==> src/rtl/serial_pkg.sv <==
// Shared definitions for the serial transmit chain: state encoding, line levels
// and counter sizing. The PARITY state always exists here, even when unused.
package serial_pkg;

  typedef enum logic [2:0] {
    IDLE   = 3'd0,
    START  = 3'd1,
    DATA   = 3'd2,
    PARITY = 3'd3,
    STOP   = 3'd4
  } tx_state_t;

  localparam logic LINE_IDLE  = 1'b1;
  localparam logic LINE_START = 1'b0;

  // Counter width for a count range of n values, never narrower than one bit.
  function automatic int cnt_width(input int n);
    return (n <= 1) ? 1 : $clog2(n);
  endfunction

endpackage

==> src/rtl/piso_serial_tx_if.sv <==
// Parallel-side valid/ready handshake of the serial transmitter.
// The producer uses the master modport, the transmitter the slave modport.
interface piso_serial_tx_if #(
  parameter int WIDTH = 8
);

  logic [WIDTH-1:0] din;
  logic             din_valid;
  logic             din_ready;

  modport master (output din, output din_valid, input din_ready);
  modport slave  (input din, input din_valid, output din_ready);

endinterface

==> src/rtl/piso_serial_tx_bit_timer.sv <==
// Bit-period timer: counts clock cycles within one serial bit and flags the
// final cycle of each bit. The count is parked at zero whenever run is low.
module bit_timer
  import serial_pkg::*;
#(
  parameter int CLKS_PER_BIT = 4
) (
  input  logic clk,
  input  logic clr,
  input  logic run,
  output logic tick
);

  localparam int             CW   = cnt_width(CLKS_PER_BIT);
  localparam logic [CW-1:0]  LAST = CW'(CLKS_PER_BIT - 1);

  logic [CW-1:0] count;

  always_ff @(posedge clk or negedge clr) begin
    if (!clr) begin
      count <= '0;
    end else if (!run || count == LAST) begin
      count <= '0;
    end else begin
      count <= count + 1'b1;
    end
  end

  // With one clock per bit the count sits at LAST, so tick is high every cycle.
  assign tick = (count == LAST);

endmodule

==> src/rtl/piso_serial_tx.sv <==
// Framed parallel-in serial-out transmitter (start, WIDTH data bits LSB first,
// stop). Defining PISO_SERIAL_TX_PARITY_EN inserts an even-parity bit before stop.
module piso_serial_tx
  import serial_pkg::*;
#(
  parameter int WIDTH        = 8,
  parameter int CLKS_PER_BIT = 4
) (
  input  logic                  clk,
  input  logic                  clr,
  piso_serial_tx_if.slave       bus,
  output logic                  sout,
  output logic                  busy,
  output logic                  done
);

  localparam logic [2:0] ST_IDLE   = 3'(IDLE);
  localparam logic [2:0] ST_START  = 3'(START);
  localparam logic [2:0] ST_DATA   = 3'(DATA);
`ifdef PISO_SERIAL_TX_PARITY_EN
  localparam logic [2:0] ST_PARITY = 3'(PARITY);
`endif
  localparam logic [2:0] ST_STOP   = 3'(STOP);

  localparam int            BW       = cnt_width(WIDTH);
  localparam logic [BW-1:0] LAST_BIT = BW'(WIDTH - 1);

  logic [2:0]       state;
  logic [2:0]       state_nx;
  logic [WIDTH-1:0] shreg;
  logic [BW-1:0]    bitcnt;
  logic             tick;
  logic             handshake;
  logic             data_tick;

  bit_timer #(
    .CLKS_PER_BIT(CLKS_PER_BIT)
  ) u_timer (
    .clk  (clk),
    .clr  (clr),
    .run  (busy),
    .tick (tick)
  );

  assign bus.din_ready = (state == ST_IDLE);
  assign busy          = (state != ST_IDLE);
  assign done          = (state == ST_STOP) && tick;
  assign handshake     = bus.din_valid && bus.din_ready;
  assign data_tick     = (state == ST_DATA) && tick;

  always_comb begin
    state_nx = state;
    case (state)
      ST_IDLE:   if (handshake) state_nx = ST_START;
      ST_START:  if (tick)      state_nx = ST_DATA;
      ST_DATA: begin
        if (tick && bitcnt == LAST_BIT) begin
`ifdef PISO_SERIAL_TX_PARITY_EN
          state_nx = ST_PARITY;
`else
          state_nx = ST_STOP;
`endif
        end
      end
`ifdef PISO_SERIAL_TX_PARITY_EN
      ST_PARITY: if (tick)      state_nx = ST_STOP;
`endif
      ST_STOP:   if (tick)      state_nx = ST_IDLE;
      default:                  state_nx = ST_IDLE;
    endcase
  end

  // The bit counter wraps to zero on the last data tick, which is also the
  // edge that leaves DATA, so it is always clear outside DATA.
  always_ff @(posedge clk or negedge clr) begin
    if (!clr) begin
      state  <= ST_IDLE;
      shreg  <= '0;
      bitcnt <= '0;
    end else begin
      state <= state_nx;
      if (handshake) begin
        shreg <= bus.din;
      end else if (data_tick) begin
        shreg <= shreg >> 1;
      end
      if (data_tick) begin
        bitcnt <= (bitcnt == LAST_BIT) ? '0 : bitcnt + 1'b1;
      end
    end
  end

`ifdef PISO_SERIAL_TX_PARITY_EN
  logic parity;

  always_ff @(posedge clk or negedge clr) begin
    if (!clr) begin
      parity <= 1'b0;
    end else if (handshake) begin
      parity <= ^bus.din;
    end
  end
`endif

  // The line level is registered from the current state, so each bit appears
  // one edge after its state is entered and the stop level carries into IDLE.
  always_ff @(posedge clk or negedge clr) begin
    if (!clr) begin
      sout <= LINE_IDLE;
    end else begin
      case (state)
        ST_START:  sout <= LINE_START;
        ST_DATA:   sout <= shreg[0];
`ifdef PISO_SERIAL_TX_PARITY_EN
        ST_PARITY: sout <= parity;
`endif
        default:   sout <= LINE_IDLE;
      endcase
    end
  end

endmodule
==> src/flat_wrapper.sv <==
// flat-port wrapper written by rule: the top's interface ports become plain ports
module piso_serial_tx_flat import serial_pkg::*;
#(
  parameter int WIDTH        = 8,
  parameter int CLKS_PER_BIT = 4
)
  (clk, clr, sout, busy, done, bus_din, bus_din_valid, bus_din_ready);
  piso_serial_tx_if #(.WIDTH(WIDTH)) bus_i ();
  input  logic clk;
  input  logic clr;
  output logic sout;
  output logic busy;
  output logic done;
  input wire logic [$bits(bus_i.din)-1:0] bus_din;
  input wire logic [$bits(bus_i.din_valid)-1:0] bus_din_valid;
  output wire logic [$bits(bus_i.din_ready)-1:0] bus_din_ready;
  assign bus_i.din = bus_din;
  assign bus_i.din_valid = bus_din_valid;
  assign bus_din_ready = bus_i.din_ready;
  piso_serial_tx #(.WIDTH(WIDTH), .CLKS_PER_BIT(CLKS_PER_BIT)) u_core (.clk(clk), .clr(clr), .bus(bus_i), .sout(sout), .busy(busy), .done(done));
endmodule
==> config.mk <==
export PLATFORM = sky130hd
export DESIGN_NAME = piso_serial_tx_flat
export DESIGN_NICKNAME = d
export VERILOG_FILES = /design/src/rtl/serial_pkg.sv /design/src/rtl/piso_serial_tx_if.sv /design/src/rtl/piso_serial_tx_bit_timer.sv /design/src/rtl/piso_serial_tx.sv /design/src/flat_wrapper.sv
export SDC_FILE = /design/constraint.sdc
export NUM_CORES = 1
export LEC_CHECK = 0
export ABC_AREA = 1
export CAP_MARGIN = 20
export CORE_AREA = 2 2 51 53
export DETAILED_ROUTE_END_ITERATION = 8
export DIE_AREA = 0 0 53 55
export PLACE_DENSITY_LB_ADDON = 0.12
export SKIP_LAST_GASP = 1
export SYNTH_ARGS = -nofsm -noshare
export SYNTH_HDL_FRONTEND = slang
export SYNTH_HIERARCHICAL = 1
export SYNTH_SLANG_ARGS = --single-unit
export TNS_END_PERCENT = 20
==> constraint.sdc <==
create_clock -name clk -period 1.3 [get_ports clk]
set_input_delay 0.26 -clock clk [delete_from_list [all_inputs] [get_ports clk]]
set_output_delay 0.26 -clock clk [all_outputs]
set_load 0.01 [all_outputs]
==> After elaboration in Yosys (flattened, before gate mapping) <==
Index checks and enable logic that the tools add are counted.
{ "word_totals": {"inputBits": 11, "elab_cells": 36, "output_inout_bits": 4, "ff_bits": 17} }
{ "op_classes": {"reduce_logical": 10, "n_eq_ne": 9, "mux": 10, "addsub": 2} }
{ "ops": {"columns": ["operator", "count"], "rows": [
  ["8-bit two-way mux", 2],
  ["3-bit two-way mux", 5],
  ["3-bit one-hot mux with 4 select lines", 1],
  ["3-bit == test (second input constant)", 2],
  ["1-bit logical AND", 4],
  ["2-bit by 1-bit inequality test with 1-bit output (second input constant)", 2],
  ["2-bit inequality test (second input constant)", 2],
  ["4-bit AND reduction", 1],
  ["3-bit by 1-bit adder with 3-bit output (second input constant)", 1],
  ["3-bit by 1-bit == test with 1-bit output (second input constant)", 1],
  ["3-bit by 2-bit == test with 1-bit output (second input constant)", 1],
  ["3-bit zero test", 1],
  ["3-bit nonzero test", 1],
  ["2-bit by 1-bit adder with 2-bit output (second input constant)", 1],
  ["2-bit == test (second input constant)", 1],
  ["2-bit two-way mux", 1],
  ["1-bit one-hot mux with 2 select lines", 1],
  ["2-bit nonzero test", 1],
  ["1-bit zero test", 1],
  ["1-bit logical OR", 1]
]} }

==> Longest topological paths before layout <==
{ "logic_depth": {"ltp_word": 4, "depth_mapped": 8, "mapped_depth_nobuf": 8} }

==> Hierarchy <==
Netlist, hierarchy kept.
{ "modules_own_cells": {"columns": ["mod", "seq_area_each_um2", "n_inst", "area_per_inst_um2", "cells_each"], "rows": [
  ["piso_serial_tx", 376.6, 1, 823.3, 108],
  ["bit_timer", 50.0, 1, 81.3, 8]
]} }

==> Least setup slack after synthesis <==
Ideal clock, no wire load.
{ "synth_timing": {"path_kind": "register to register", "startpoint": "register u_core.state[2]", "endpoint": "register u_core.shreg[4]", "path_stages_with_launch": 7, "required_ns": 1.184, "slack_ns": 0.069, "arrival_time_ns": 1.115, "setup_time_ns": 0.116, "path_buffers": 1, "period_less_slack_ns": 1.231, "cell_sequence": "dfrtp_1 nor2_8 nand3_4 buf_6 or2_0 nand2_1 nand2_1"} }
{ "synth_between": {"elab_chain_len": 3, "word_cells_on_any_way": 6, "classes_between": "eq/ne (1); mux (1); reduce/logical (4)"} }
{ "synth_rtl": {"columns": ["element", "line_no", "source"], "rows": [
  ["from (decl)", "piso_serial_tx.sv:28", "logic [2:0] state;"],
  ["from (signal assigned)", "piso_serial_tx.sv:81", "state <= state_nx;"],
  ["3-bit by 2-bit == test with 1-bit output / 3-bit zero test (equally long branches)", "piso_serial_tx.sv:49, piso_serial_tx.sv:45", null],
  ["1-bit logical AND, on equally long branches", "piso_serial_tx.sv:49, piso_serial_tx.sv:48", null],
  ["2-bit nonzero test (no source line) / 8-bit two-way mux (equally long branches)", null, null],
  ["to (signal assigned)", "piso_serial_tx.sv:83", "shreg <= bus.din;"],
  ["to (signal assigned)", "piso_serial_tx.sv:85", "shreg <= shreg >> 1;"],
  ["to (decl)", "piso_serial_tx.sv:30", "logic [WIDTH-1:0] shreg;"]
]} }
Several ways; a longest one is shown, not always the timed one.
A chain may end at the register's enable or synchronous reset.

==> Worst setup path after layout <==
{ "layout_timing": {"startpoint": "register u_core.state[0]", "endpoint": "output port done"} }
{ "layout_between": {"elab_chain_len": 2} }
{ "layout_rtl": {"columns": ["element", "line_no", "source"], "rows": [
  ["3-bit == test", "piso_serial_tx.sv:47", "assign done = (state == ST_STOP) && tick;"],
  ["1-bit logical AND", "piso_serial_tx.sv:47", null],
  ["to (decl)", "flat_wrapper.sv:13", "output logic done;"]
]} }
Every way passes these cells.

==> flow_summary_export.csv <==
group,metric,value,unit
grt,gr-total-overflow,0,
worst_setup_path,reg2reg_from,"u_core/state[2]$_DFFE_PN0P_",
cells_and_area,drive_gt1_share,25.8,%
worst_hold_path,hold_path_class,"in -> async",
drt,vias,810,
yosys,synth_cell_types,15,
placement,pre_cts_slack,-0.269,ns
yosys,synth.avg_cell_area,7.80,um^2
die,die_h,55,um
power_and_ir_drop,power.leakage,0.693,nW
cells_and_area,fillCellCount,233,
sta,worst_pin_slew,0.208,ns
clocking,clk_path_buf_depth,2,
sta,relSlewSlack,86.1,%
run_status,outcome,"finished with violations",
worst_setup_path,cp.arrival,1.15,ns
placement,post-dp-hpwl,1.39,mm
clocking,clkSinkCount,17,
placement,io_buffer_count,14,
grt,antenna_found_initial,0,
clocking,cts_tree,"done",
run_status,violations,"setup timing",
worst_setup_path,startpoint_type,"flip-flop",
yosys,synthTopCellsByArea,"dfrtp_1, nand2_1, inv_1, nand3_1, ha_1",
worst_setup_path,rr_worst_depth,6,
yosys,ys_ff_latch,17,
grt,grt_pass1_wl,3.31,mm
worst_setup_path,rrSetupSlack,-0.02,ns
grt,grt_use_total,15.7,%
cells_and_area,regArea,429,um^2
worst_setup_path,crit_fanout,3,
drt,dr.pass1.iters,4,
yosys,syn-instance-count,116,
drt,wl_per_cell,10.5,um
die,io_pins,15,
die,chipWidth,53,um
job,maxCapViolations,0,
clocking,cts.clk_slew.worst_paths,0.10,ns
die,core_area,2360,um^2
drt,via_per_inst,4.48,
yosys,yosys.area.top_type,"dfrtp_1",
sta,fin_skew,0.00156,ns
cells_and_area,n_antenna_cell,0,
sta,rsz0062_at_grt,"true",
clocking,cts_made_buffers,3,
placement,dpl_cell_area,1170,um^2
cells_and_area,most-common-layout-cells,"nand2_1, inv_1, buf_4",
grt,grt_max_degree,14,
placement,dpl.cell_count,172,
die,rows,18,
die,die_area,2920,um^2
clocking,htreeDepth,1,
sta,slew_viol_final,0,
sta,setup_viol_count_final,6,
yosys,yosysTopAreaCellShare,44.3,%
sta,min_period_over_period,108,%
placement,gp_congestion,0.799,
drt,dr.first_iter.drc_count,12,
worst_setup_path,crit_path_end_kind,"primary output",
cells_and_area,instances_no_fill,181,
worst_setup_path,crit_type,"reg -> out",
sta,finalCriticalPeriod,1.41,ns
yosys,netlist_area,905,um^2
clocking,cts_hold_buf,0,
clocking,clk_root_buffer_cell,"clkbuf_4",
sta,setup_ws,-0.105,ns
cells_and_area,multi_input_area,419,um^2
sta,fmax,712,MHz
yosys,ys_seq_area_share,47.2,%
clocking,clkLatencyLatePin,0.29,ns
worst_setup_path,timing.rr.end,"u_core/shreg[2]$_DFFE_PN0P_",
power_and_ir_drop,peakVddDrop,1.23,mV
cells_and_area,synthToLayoutAreaGrowth,38.3,%
grt,grt_pass1_vias,806,
power_and_ir_drop,powerDensity,2120,nW/um^2
yosys,synth_nets,130,
worst_setup_path,crit_required,1.04,ns
cells_and_area,nNetsFinal,166,
cells_and_area,final_common_cell,"nand2_1",
die,start_util,38.3,%
yosys,ys_warn_count,6,
drt,post-route-drc-count,0,
cells_and_area,final_util,52.9,%
drt,routed_wl,1.90,mm
cells_and_area,final_area,1250,um^2
sta,hold_violations,0,
drt,ant_nets,0,
==> cells in the mapped netlist, drive strengths merged <==
cell type / count
dfrtp: 16
buf: 1
or2: 5
nor2: 9
ha: 3
inv: 20
nand4: 2
nand3: 10
o21ai: 7
nand2: 42
dfstp: 1
==> how the worst max path moves through the flow <==
| stage | startpoint | to | slack (ns) |
|---|---|---|---|
| after global routing | u_core/state[0]$_DFFE_PN0P_ | done | -0.18 |
| final | u_core/state[0]$_DFFE_PN0P_ | done | -0.11 |
| after global placement | u_core/state[0]$_DFFE_PN0P_ | done | -0.24 |
| after CTS | u_core/state[0]$_DFFE_PN0P_ | done | -0.12 |
| after detailed placement | u_core/state[0]$_DFFE_PN0P_ | done | -0.27 |
| after floorplan | u_core/state[2]$_DFFE_PN0P_ | u_core/shreg[4]$_DFFE_PN0P_ | 0.07 |
==> kinds of logic (layout without fill, tap and decap cells) <==
family	after synthesis	count (layout)	synth area share, %
AND/OR/NAND/NOR	68	69	35.3
buffers and inverters	21	55	9.54
flip-flops	17	17	47.2
AO/OA/AOI/OAI	7	7	3.87
adder cells (fa/ha/maj)	3	3	4.15
==> worst max-delay path: stages, from the launching register on <==
cell and delay, ns:
dfrtp_2 0.47, nor2_2 0.11, nand2_1 0.08, nor2_1 0.08
buf_2 0.13
==> cell type report <==
| type | count | share of cell area (%) |
|---|---|---|
| inverter | 20 | 6.00 |
| tap | 30 | 3.00 |
| sequential | 17 | 34.3 |
| timing repair buffer | 31 | 21.0 |
| clock buffer | 3 | 1.80 |
| clock inverter | 1 | 0.400 |
| multi-input combinational | 79 | 33.5 |
==> sequential cells by signal, indices dropped and copies added (netlist names) <==
signal,flops
u_core/bitcnt,3
u_core/u_timer/count,2
u_core/sout,1
u_core/shreg,8
u_core/state,3
==> timing repair <==
| item | in CTS | in global routing |
|---|---|---|
| endpoints found under the setup margin | 12 | 17 |
| gates resized for setup | 17 | 9 |
| cloned | 0 | 1 |
| pin swaps | 1 | 2 |
| setup buffers | 3 | 1 |
==> stage by stage <==
step / total power [mW] / setup TNS [ns] / hold WS [ns]
after floorplan: 1.71 / 0 / -0.0356
after global placement: 2.19 / -1.54 / 0.418
after detailed placement: 2.22 / -1.62 / 0.428
after CTS: 2.55 / -0.671 / 0.167
after global routing: 2.94 / -1.11 / 0.165
final: 2.65 / -0.275 / 0.170
==> power breakdown <==
group	internal, mW	switching (mW)
registers	0.782	0.161
logic	0.675	0.749
clock network	0.114	0.169
==> layer usage <==
metal  track usage [%]  share of wire [%]  up-vias  routed length (um)
met2              28.1                 46       13                 873
met1              19.1                 49      367                 927
met4              6.41                1.7        0                  32
met3              2.42                3.3        4                  62
li1                  -                  -      426                   -
met5                 0                  0        -                   0
No activity file was read; power rests on OpenSTA's default activity.
